**src/rtl/game_pkg.sv**
```systemverilog
// game_pkg: shared speed-level constants and the rising-edges-per-step table.
package game_pkg;
    localparam int SPEED_W = 2;
    localparam int DIV_W = 3;
    localparam int CNT_W = 2;
    // Index by speed level; level 0 is the slowest (4 rising edges per step).
    localparam logic [3:0][DIV_W-1:0] DIV_TABLE = {3'd1, 3'd2, 3'd3, 3'd4};
    function automatic logic [DIV_W-1:0] step_div(input logic [SPEED_W-1:0] lvl);
        return DIV_TABLE[lvl];
    endfunction
endpackage

```
**src/rtl/game_tick_receiver_if.sv**
```systemverilog
// game_tick_receiver_if: step request/acknowledge handshake plus speed and pause controls.
interface game_tick_receiver_if;
    import game_pkg::*;
    logic [SPEED_W-1:0] speed_lvl;
    logic pause;
    logic step_req;
    logic step_ack;
    modport master(input speed_lvl, input pause, input step_ack, output step_req);
    modport slave(output speed_lvl, output pause, output step_ack, input step_req);
endinterface

```
**src/rtl/game_tick_receiver_sync_edge_det.sv**
```systemverilog
// sync_edge_det: synchronises the slow clock and flags its rising and any edges.
module sync_edge_det #(
    parameter int SYNC_STAGES = 2
) (
    input  logic clk_ht,
    input  logic rst,
    input  logic din,
    output logic rise,
    output logic any_edge
);
    logic [SYNC_STAGES-1:0] sync;
    logic prev;
    always_ff @(posedge clk_ht)
        if (rst) begin
            sync <= '0;
            prev <= 1'b0;
        end else begin
            sync <= {sync[SYNC_STAGES-2:0], din};
            prev <= sync[SYNC_STAGES-1];
        end
    assign rise = sync[SYNC_STAGES-1] & ~prev;
    assign any_edge = sync[SYNC_STAGES-1] ^ prev;
endmodule

```
**src/rtl/game_tick_receiver.sv**
```systemverilog
// game_tick_receiver: turns slow-clock rising edges into speed-scaled step requests,
// with a clock-loss watchdog and a saturating count of steps the consumer missed.
module game_tick_receiver
    import game_pkg::*;
#(
    parameter int SYNC_STAGES = 2,
    parameter int TIMEOUT_CYC = 80000000,
    parameter int OVR_W = 4
) (
    input  logic clk_ht,
    input  logic rst,
    input  logic clk_slow_in,
    game_tick_receiver_if.master ctl,
    output logic edge_pulse,
    output logic clk_lost,
    output logic [OVR_W-1:0] overrun_cnt
);
    localparam int WD_W = $clog2(TIMEOUT_CYC + 1);
    logic rise, any_edge, step_evt, ack, advance;
    logic [CNT_W-1:0] edge_cnt;
    logic [WD_W-1:0] wd_cnt;
    sync_edge_det #(.SYNC_STAGES(SYNC_STAGES)) u_sync (
        .clk_ht(clk_ht),
        .rst(rst),
        .din(clk_slow_in),
        .rise(rise),
        .any_edge(any_edge)
    );
    // >= rather than == so a speed increase mid-count fires on the next edge.
    always_comb begin
        advance = rise & ~ctl.pause;
        step_evt = advance & (({1'b0, edge_cnt} + 3'd1) >= step_div(ctl.speed_lvl));
        ack = ctl.step_ack & ctl.step_req;
    end
    always_ff @(posedge clk_ht)
        if (rst) begin
            edge_cnt <= '0;
            wd_cnt <= '0;
            ctl.step_req <= 1'b0;
            edge_pulse <= 1'b0;
            clk_lost <= 1'b0;
            overrun_cnt <= '0;
        end else begin
            edge_pulse <= rise;
            edge_cnt <= step_evt ? '0 : advance ? edge_cnt + 1'b1 : edge_cnt;
            ctl.step_req <= step_evt | (ctl.step_req & ~ack);
            if (step_evt & ctl.step_req & ~ack & ~&overrun_cnt)
                overrun_cnt <= overrun_cnt + 1'b1;
            wd_cnt <= any_edge ? '0 : (wd_cnt == WD_W'(TIMEOUT_CYC)) ? wd_cnt : wd_cnt + 1'b1;
            clk_lost <= any_edge ? 1'b0 : clk_lost | (wd_cnt == WD_W'(TIMEOUT_CYC - 1));
        end
endmodule

```
**src/flat_wrapper.sv**
```systemverilog
// flat-port wrapper written by rule: the top's interface ports become plain ports
module game_tick_receiver_flat import game_pkg::*;
#(
    parameter int SYNC_STAGES = 2,
    parameter int TIMEOUT_CYC = 80000000,
    parameter int OVR_W = 4
)
  (clk_ht, rst, clk_slow_in, edge_pulse, clk_lost, overrun_cnt, ctl_speed_lvl, ctl_pause, ctl_step_ack, ctl_step_req);
  game_tick_receiver_if ctl_i ();
  input  logic clk_ht;
  input  logic rst;
  input  logic clk_slow_in;
  output logic edge_pulse;
  output logic clk_lost;
  output logic [OVR_W-1:0] overrun_cnt;
  input wire logic [$bits(ctl_i.speed_lvl)-1:0] ctl_speed_lvl;
  input wire logic [$bits(ctl_i.pause)-1:0] ctl_pause;
  input wire logic [$bits(ctl_i.step_ack)-1:0] ctl_step_ack;
  output wire logic [$bits(ctl_i.step_req)-1:0] ctl_step_req;
  assign ctl_i.speed_lvl = ctl_speed_lvl;
  assign ctl_i.pause = ctl_pause;
  assign ctl_i.step_ack = ctl_step_ack;
  assign ctl_step_req = ctl_i.step_req;
  game_tick_receiver #(.SYNC_STAGES(SYNC_STAGES), .TIMEOUT_CYC(TIMEOUT_CYC), .OVR_W(OVR_W)) u_core (.clk_ht(clk_ht), .rst(rst), .clk_slow_in(clk_slow_in), .ctl(ctl_i), .edge_pulse(edge_pulse), .clk_lost(clk_lost), .overrun_cnt(overrun_cnt));
endmodule
```
**config.mk**
```make
export PLATFORM = sky130hd
export DESIGN_NAME = game_tick_receiver_flat
export DESIGN_NICKNAME = d
export VERILOG_FILES = /design/src/rtl/game_pkg.sv /design/src/rtl/game_tick_receiver_if.sv /design/src/rtl/game_tick_receiver_sync_edge_det.sv /design/src/rtl/game_tick_receiver.sv /design/src/flat_wrapper.sv
export SDC_FILE = /design/constraint.sdc
export NUM_CORES = 1
export LEC_CHECK = 0
export CORE_MARGIN = 5
export CORE_UTILIZATION = 62
export CTS_CLUSTER_DIAMETER = 30
export CTS_CLUSTER_SIZE = 16
export DETAILED_ROUTE_END_ITERATION = 8
export PLACE_DENSITY = 0.9
export SLEW_MARGIN = 10
export SYNTH_ARGS = -nofsm -noshare
export SYNTH_HDL_FRONTEND = slang
export SYNTH_HIERARCHICAL = 1
export SYNTH_SLANG_ARGS = --single-unit
export TNS_END_PERCENT = 50
```
**constraint.sdc**
```tcl
create_clock -name clk_ht -period 3.3 [get_ports clk_ht]
set_input_delay 0.66 -clock clk_ht [delete_from_list [all_inputs] [get_ports clk_ht]]
set_output_delay 0.66 -clock clk_ht [all_outputs]
set_load 0.03 [all_outputs]
```
---- Yosys cells after proc, flatten, opt, wreduce, memory -nomap -nowiden ----
Cells that the tools add are included.
operators by class
  add/subtract/negate cells ............... 4
  magnitude comparators ................... 2
  equal/unequal tests ..................... 2
  multiplexer cells ....................... 2
  bitwise gates (word level) .............. 14
  reduce and logical (&&, ||, !) cells .... 4
operators with widths
  kind                     count
  $eq A27 B27 Y1 const B   2
  $add A27 B1 Y27 const B  1
  $and A1 B1 Y1            8
  $bmux W3 S2              1
  $add A4 B1 Y4 const B    1
  $reduce_and A4 Y1        1
  $reduce_or A2 Y1         2
  $add A2 B1 Y3 const B    1
  $ge A3 B3 Y1             1
  $lt A2 B3 Y1 const B     1
  $mux W3                  1
  $not A1 Y1               3
  $add A2 B1 Y2 const B    1
  $or A1 B1 Y1             2
  $logic_not A1 Y1         1
  $xor A1 B1 Y1            1
storage, ports and cells
  register bits ........................... 39
  output and inout port bits .............. 7
  word-level logic and storage cells ...... 36

---- Depth between registers and ports, before layout ----
Gate-level depths: netlist of the first run.
  word-level depth ........................ 7
  depth in mapped cells ................... 9
  gate-level depth less buffers ........... 8

---- Modules after synthesis ----
The synthesis of the first run kept the hierarchy.
modules (own cells, without submodules)
  module              instances  cells each  area each (µm²)
  game_tick_receiver  1          216         1860.5
  sync_edge_det       1          9           98.8

---- Worst setup path after synthesis of the first run ----
Ideal clock, no wire load.
  kind .................................... input-to-reg
  from .................................... in ctl_speed_lvl[0]
  to ...................................... reg u_core.edge_cnt[0]
  library setup time ...................... 0.070 ns
  data arrival time ....................... 2.260 ns
  data required time ...................... 3.230 ns
  setup slack ............................. 0.969 ns
  stages .................................. 9
  path buffers ............................ 1
  cells stage by stage .................... inv_1 ha_1 inv_1 ha_1 a21o_1 a31oi_1 clkbuf_1 or3b_2 a21oi_1
between the ends
  longest elaborated chain between the ends .. 5
RTL lines
  what                               line                      source
  start: declaration                 flat_wrapper.sv:16        input wire logic [$bits(ctl_i.speed_lvl)-1:0] ctl_speed_lvl;
  $bmux W3 S2                        game_pkg.sv:9             return DIV_TABLE[lvl];
  $mux W3 (implied by the code)      game_pkg.sv:9
  $ge A3 B3 Y1                       game_tick_receiver.sv:32  step_evt = advance & (({1'b0, edge_cnt} + 3'd1) >= step_div(ctl.speed_lvl));
  $and A1 B1 Y1                      game_tick_receiver.sv:32
  $reduce_or A2 Y1 (no source line)  -
  end signal: assignment             game_tick_receiver.sv:45  edge_cnt <= step_evt ? '0 : advance ? edge_cnt + 1'b1 : edge_cnt;
  end: declaration                   game_tick_receiver.sv:20  logic [CNT_W-1:0] edge_cnt;
No other way between the ends. The select of a mux whose other input is x is not followed.
A chain may end at the register's enable or synchronous reset.

---- Final worst setup path of the first run ----
Ends and elaborated chain as after synthesis.

==> results of run 1 <==
cell usage after synthesis, drive strengths merged, types with 3 or more instances:
cell type / instances
xor2: 3
clkbuf: 5
xnor2: 8
nand4: 8
or4: 10
nand2: 16
nor4b: 3
nor2: 16
a21oi: 16
ha: 9
inv: 13
o21a: 4
nand3: 9
or3: 7
dfxtp: 39
nor2b: 5
nor3: 9
nand2b: 5
buf: 4
o21ai: 7
o31ai: 7
nor4: 6
power by group through the flow:
stage	clock (mW)	sequential, mW	combinational [mW]
floorplan	0	0.491	0.0383
global placement	0	0.492	0.0514
detailed placement	0	0.492	0.0540
CTS	0.329	0.482	0.0546
global route	0.357	0.483	0.0606
finish	0.323	0.482	0.0541
area by class of cell:
| class | instances | area (um2) |
|---|---|---|
| fill | 243 | 872.1 |
| tap | 44 | 55.05 |
| inverter | 13 | 48.80 |
| timing repair buffer | 15 | 145.1 |
| multi-input combinational | 164 | 1070 |
| clock inverter | 3 | 43.79 |
| clock buffer | 5 | 37.54 |
| sequential | 39 | 780.7 |
worst max-delay path by stage:
stage                               to  slack (ns)  depth (start not counted)
floorplan           u_core/edge_cnt[0]        0.97                          9
global placement    u_core/edge_cnt[0]        0.56                         10
detailed placement  u_core/edge_cnt[0]        0.46                         10
CTS                 u_core/edge_cnt[0]        0.79                         10
global route        u_core/edge_cnt[0]        0.72                         10
finish              u_core/edge_cnt[0]        0.77                         10
flip-flops by register name (all words and copies together), names as in the netlist:
signal,cells
u_core/wd_cnt,27
u_core/overrun_cnt,4
u_core/edge_cnt,2
u_core/u_sync/sync,2
u_core/clk_lost,1
u_core/ctl.step_req,1
u_core/edge_pulse,1
u_core/u_sync/prev,1
per-layer routing:
layer  up-vias  part of all wire
met1       793              0.47
met4         0             0.028
met2        40              0.45
met3        14             0.053
li1        846                 -
met5         -                 0
cell usage in the layout (no fill, tap or decap), types with 6 or more instances in the layout:
cell,count
clkdlybuf4s50_1,13
or3_1,6
nor2_1,16
dfxtp_1,39
nand2_1,16
a21oi_1,16
or4_1,8
nor3_1,9
ha_1,9
nand4_1,7
o21ai_0,7
inv_1,13
xnor2_1,8
nor4_1,6
nand3_1,9
o31ai_1,7
metrics by stage:
| step | std cells | power, mW | util | hold slack, ns | cell area [um2] |
|---|---|---|---|---|---|
| 2_1_floorplan | 225 | 0.5296 | - | 0.4138 | 1959 |
| 3_3_place_gp | 275 | 0.5434 | 0.6877 | 0.4276 | 2100 |
| 3_5_place_dp | 275 | 0.5462 | 0.6877 | 0.4441 | 2100 |
| 4_1_cts | 283 | 0.8658 | 0.7143 | 0.4652 | 2181 |
| 5_1_grt | 283 | 0.9011 | 0.7143 | 0.4839 | 2181 |
| 6_report | 283 | 0.8590 | 0.7143 | 0.4605 | 2181 |
worst max-delay path, delay by kind of cell:
family,cells,cell delay (ns)
buffers and inverters,4,0.78
and+or+nand+nor,1,0.44
AOI/OAI and AO/OA,3,0.51
adders and majority gates,2,0.42
cells by family after synthesis:
family	synth area share
AND/OR/NAND/NOR	0.2989
AO/OA/AOI/OAI	0.1303
flip-flops	0.3985
buffers and inverters	0.05556
XOR/XNOR	0.04917
adder cells (fa/ha/maj)	0.05747
multiplexers	0.01022
==> reports/summary.txt, run 1 <==
Setup-failing EPs final = 0
leading area contributor after synthesis = dfxtp_1
Setup CP Type = in -> reg
post-cts resize count = 0
global route overflow = 0
CP Launch Point = ctl_speed_lvl[0]
Hold EP = u_core/u_sync/sync[1]
worst reg2reg setup slack = 1.19 ns
drt drc = 0
n_diodes = 0
Die X = 66.22 um
CTS tree = done
Worst Skew = 0.01544 ns
1st-iter DRT viols = 129
setup ws final = 0.7732 ns
Sw Ratio = 0.2316
fraction of registers with async set/reset = 0
Clock Latency Late Sink = 0.36 ns
FP Rows = 20
initial antenna violation count = 0
synthesis-to-layout area growth = 11.30%
outcome = finished clean
Global Route met2 Usage = 0.3086
hold depth = 1
RR Endpoint = u_core/wd_cnt[16]
Worst path slowest cell = clkdlybuf4s50_1
first-pass GRT wire length = 6727 um
Clock Sinks = 39
Num CTS Buffers = 5
routed len/inst = 13.21 um
initial core utilization = 0.6418
Post-Route WL = 3739 um
met1 GRT Util = 0.2471
Peak VDD IR = 0.2968 mV
Die ar. = 0.004384 mm2
final hold violations = 0
Hold Crit Start = u_core/u_sync/sync[0]
crit share post-route = 0.7657
Worst Path Max Fanout = 11
crit path cell chain = clkdlybuf4s50_1 -> inv_1 -> ha_1 -> inv_1 -> ha_1 -> a21o_1 -> a31oi_1 -> buf_4 -> or3b_2 -> a21oi_1
Critical Path AT = 2.81 ns
clk slew on worst S/H paths = 0.13 ns
Switch Pwr = 0.1989 mW
top cell type's share of synthesized area = 0.3985
Net count, final = 254
Routability Congestion = 0.7725
Gate Count Post-Synth = 225
Post-Syn Area = 0.001959 mm2
DIE HEIGHT = 66.22 um
number of synthesized flops with an enable pin = 0
H-tree levels = 2
MaxCap Viol Count = 0
largest net degree at the start of global routing = 25
reg-to-reg startpoint = u_core/wd_cnt[0]
Logic pwr share = 0.063
HP Class = reg -> reg
Slew HR = 0.5162
sequential area share after synthesis = 0.3985
Final min period = 2.527 ns
Port Buf Inserts = 13
Clock Power Share = 0.376
CP max stage delay = 0.48 ns
Slew Viols, Final = 0
PD cells = 393.9 mW/mm2
Syn Nets = 241
share of cells above drive strength 1 = 0.07950
hold_buf cts = 0
power share of the sequential group = 0.561
internal power component = 0.6600 mW
FF-to-FF path depth = 5
Root Buffer = clkbuf_4
Avg Cell Area, Syn = 8.708 um2
crit path launch type = input pin
Final TNS setup = 0 ns
Routed Antenna Nets = 0
via count = 1,693
measured slew at the worst slew-check pin = 0.7190 ns
Max Clk Rate = 395.8 MHz
Setup crit end kind = flip-flop
RSZ-0062 raised after global routing = no
pre-CTS WS = 0.4556 ns
total core area = 0.003053 mm2
Pleak = 0.7553 nW
Synth Warn # = 6
total global routing track utilization = 0.1989
Seq cells post-synth = 39
I/O pin total = 14
setup bufs post-CTS = 0
largest cells by area after synthesis = dfxtp_1 (40%), ha_1 (5.7%), a21oi_1 (4.1%), xnor2_1 (3.6%), nand2_1 (3.1%)
Top Usage Layer GRT = met2
Clock Tree Buf Depth = 2
vias in the first global route = 1,518
via-per-instance ratio = 5.982
hpwl dp = 2614 um
GR Util met3 = 0.06122
worst endpoint required time = 3.58 ns
Main synth FF type = dfxtp_1
synth unique cells = 40
drt pass-1 iters = 4
Power figures use the tool's default switching activity.
==> run 2, diff against run 1 <==
--- a/config.mk
+++ b/config.mk
@@ -6,11 +6,11 @@
 export NUM_CORES = 1
 export LEC_CHECK = 0
 export CORE_MARGIN = 5
-export CORE_UTILIZATION = 62
+export CORE_UTILIZATION = 57
 export CTS_CLUSTER_DIAMETER = 30
 export CTS_CLUSTER_SIZE = 16
 export DETAILED_ROUTE_END_ITERATION = 8
-export PLACE_DENSITY = 0.9
+export PLACE_DENSITY = 0.84
 export SLEW_MARGIN = 10
 export SYNTH_ARGS = -nofsm -noshare
 export SYNTH_HDL_FRONTEND = slang
==> constraint.sdc (replaced) <==
create_clock -name clk_ht -period 2.5 [get_ports clk_ht]
set_input_delay 0.5 -clock clk_ht [delete_from_list [all_inputs] [get_ports clk_ht]]
set_output_delay 0.5 -clock clk_ht [all_outputs]
set_load 0.03 [all_outputs]
==> run 2 against run 1 <==
Critical path depth decreased by 1. Combinational power is 50% higher. Worst hold slack better by 0.0086 ns. Wire length rose by 3.1%. Register-to-register slack got worse by 0.79 ns. Sequential power grew 32%. Via count is 1.1% lower. Clock power fell by 2%. Sequential share of layout area down 0.20 points. Largest cell class unchanged.
==> reports/summary.txt, run 2 (synthesis results as in run 1) <==
outcome = finished clean
Setup CP Type = in -> reg
initial antenna violation count = 0 (unchanged)
Final min period = 2.224 ns
Root Buffer = clkbuf_4
Die ar. = 0.004710 mm2 (+7.4%)
Slew HR = 0.5682 (+0.05202)
Setup-failing EPs final = 0 (unchanged)
Final Instance Area = 0.002193 mm2 (+0.57%)
drt drc = 0 (unchanged)
DIE HEIGHT = 68.63 um (+3.6%)
Worst Path Max Fanout = 8 (-3)
Peak VDD IR = 0.3337 mV (+12%)
final core utilization = 0.6573 (-0.05705)
Num CTS Buffers = 5 (unchanged)
RR Endpoint = u_core/wd_cnt[16]
worst reg2reg setup slack = 0.40 ns (-0.79 ns)
commonest non-fill, non-tap cells in the layout = dfxtp_1 (39), a21oi_1 (16), nand2_1 (16), nor2_1 (16)
Worst Skew = 0.008077 ns (-0.007365 ns)
register with the most flip-flops = u_core/wd_cnt
Slew Viols, Final = 0 (unchanged)
Clock Latency Late Sink = 0.35 ns (about the same)
total global routing track utilization = 0.1909 (-0.007917)
hold_buf cts = 0 (unchanged)
Setup crit end kind = flip-flop
Post-Route WL = 3855 um (+3.1%)
reg-to-reg startpoint = u_core/wd_cnt[0]
RSZ-0062 raised after global routing = no
Pleak = 0.7615 nW (+0.82%)
biggest regs = u_core/wd_cnt x27, u_core/overrun_cnt x4
first-pass GRT wire length = 6720 um (-0.10%)
1st-iter DRT viols = 52 (-60%)
Net count, final = 259 (+2.0%)
setup bufs post-CTS = 0 (unchanged)
HP Class = reg -> reg
n_diodes = 0 (unchanged)
Hold Crit Start = u_core/u_sync/sync[0]
via count = 1,675 (-1.1%)
share of cells above drive strength 1 = 0.09426 (+0.01476)
initial core utilization = 0.5872 (-0.05463)
Max Clk Rate = 449.7 MHz
synthesis-to-layout area growth = 11.94%
FP Rows = 21 (+5.0%)
FF-to-FF path depth = 5 (unchanged)
most common cell after layout, fill and taps aside = dfxtp_1
MaxCap Viol Count = 0 (unchanged)
post-cts resize count = 0 (unchanged)
vias in the first global route = 1,672 (+10%)
worst endpoint required time = 2.78 ns (-0.80 ns)
largest net degree at the start of global routing = 15 (-40%)
Die X = 68.63 um (+3.6%)
Clock Sinks = 39 (unchanged)
CTS tree = done
placed cell areas = 0.002140 mm2 (+1.9%)
global route overflow = 0 (unchanged)
total core area = 0.003337 mm2 (+9.3%)
crit path launch type = input pin
routed len/inst = 13.29 um (+0.61%)
hpwl dp = 2877 um (+10%)
Critical Path AT = 2.51 ns (-0.30 ns)
Port Buf Inserts = 13 (unchanged)
PD cells = 470.9 mW/mm2 (+20%)
Min Hold Slack = 0.4691 ns (+0.008596 ns)
clk slew on worst S/H paths = 0.12 ns (about the same)
drt pass-1 iters = 4 (unchanged)
hold depth = 1 (unchanged)
Hold EP = u_core/u_sync/sync[1]
Routability Congestion = 0.8511 (+10%)
H-tree levels = 2 (unchanged)
measured slew at the worst slew-check pin = 0.6417 ns (-0.07733 ns)
max reg flops = 27 (unchanged)
crit share post-route = 0.8895
final hold violations = 0 (unchanged)
Routed Antenna Nets = 0 (unchanged)
via-per-instance ratio = 5.776 (-3.5%)
I/O pin total = 14 (unchanged)
Clock Tree Buf Depth = 2 (unchanged)
==> run 2: cell types whose count changed in the layout (fill, tap and decap cells not counted), sizes merged <==
cell and change:
buf +5, bufinv -1, clkbuf +1, clkinv -1, clkinvlp +1
==> run 2: how the worst max path moves through the flow <==
stage	from	slack (ns)	end	cells after the start
finish	ctl_speed_lvl[0]	0.28	u_core/overrun_cnt[3]	9
global route	ctl_speed_lvl[0]	0.15	u_core/overrun_cnt[3]	9
CTS	ctl_speed_lvl[0]	0.28	u_core/overrun_cnt[3]	9
floorplan	ctl_speed_lvl[0]	0.33	u_core/edge_cnt[0]	9
global placement	ctl_speed_lvl[0]	-0.04	u_core/overrun_cnt[3]	9
detailed placement	ctl_speed_lvl[0]	-0.08	u_core/overrun_cnt[3]	9
==> run 2: power by group <==
group / leakage, nW / switching [mW] / total, mW / internal [mW]
Clock: 0.0282 / 0.207 / 0.316 / 0.109
Sequential: 0.315 / 0.00775 / 0.636 / 0.628
Combinational: 0.418 / 0.0410 / 0.0814 / 0.0404
==> run 2: per-layer routing <==
layer | vias to the layer above | wire [um] | GRT usage
li1 | 846 | - | -
met1 | 802 | 1639 | 0.1882
met2 | 21 | 2032 | 0.3528
met3 | 6 | 127 | 0.05835
met4 | 0 | 55 | 0.1017
met5 | - | 0 | 0
==> run 2: layout make-up <==
cell class / count / area [um2]
fillers: 301 / 1144
multi-input cells: 164 / 1070
flip-flops and latches: 39 / 780.7
repair buffers: 20 / 182.7
well taps: 46 / 57.56
inverters: 13 / 48.80
clock buffers: 6 / 41.29
clock inverters: 2 / 12.51
==> run 2: critical path, cell delays in order <==
cell and delay, ns:
clkdlybuf4s50_1 0.47, inv_1 0.05, ha_1 0.26, inv_1 0.04
ha_1 0.26, a31oi_1 0.10, buf_4 0.18, or4_1 0.49
a21oi_1 0.15
==> run 2: per-stage QoR <==
| step | setup WS (ns) | power (mW) | TNS (ns) | instances |
|---|---|---|---|---|
| 3_5_place_dp | -0.07873 | 0.7323 | -0.1798 | 282 |
| 5_1_grt | 0.1490 | 1.087 | 0 | 290 |
| 2_1_floorplan | 0.3294 | 0.6991 | 0 | 225 |
| 3_3_place_gp | -0.03637 | 0.7279 | -0.05197 | 282 |
| 6_report | 0.2763 | 1.033 | 0 | 290 |
| 4_1_cts | 0.2831 | 1.049 | 0 | 290 |
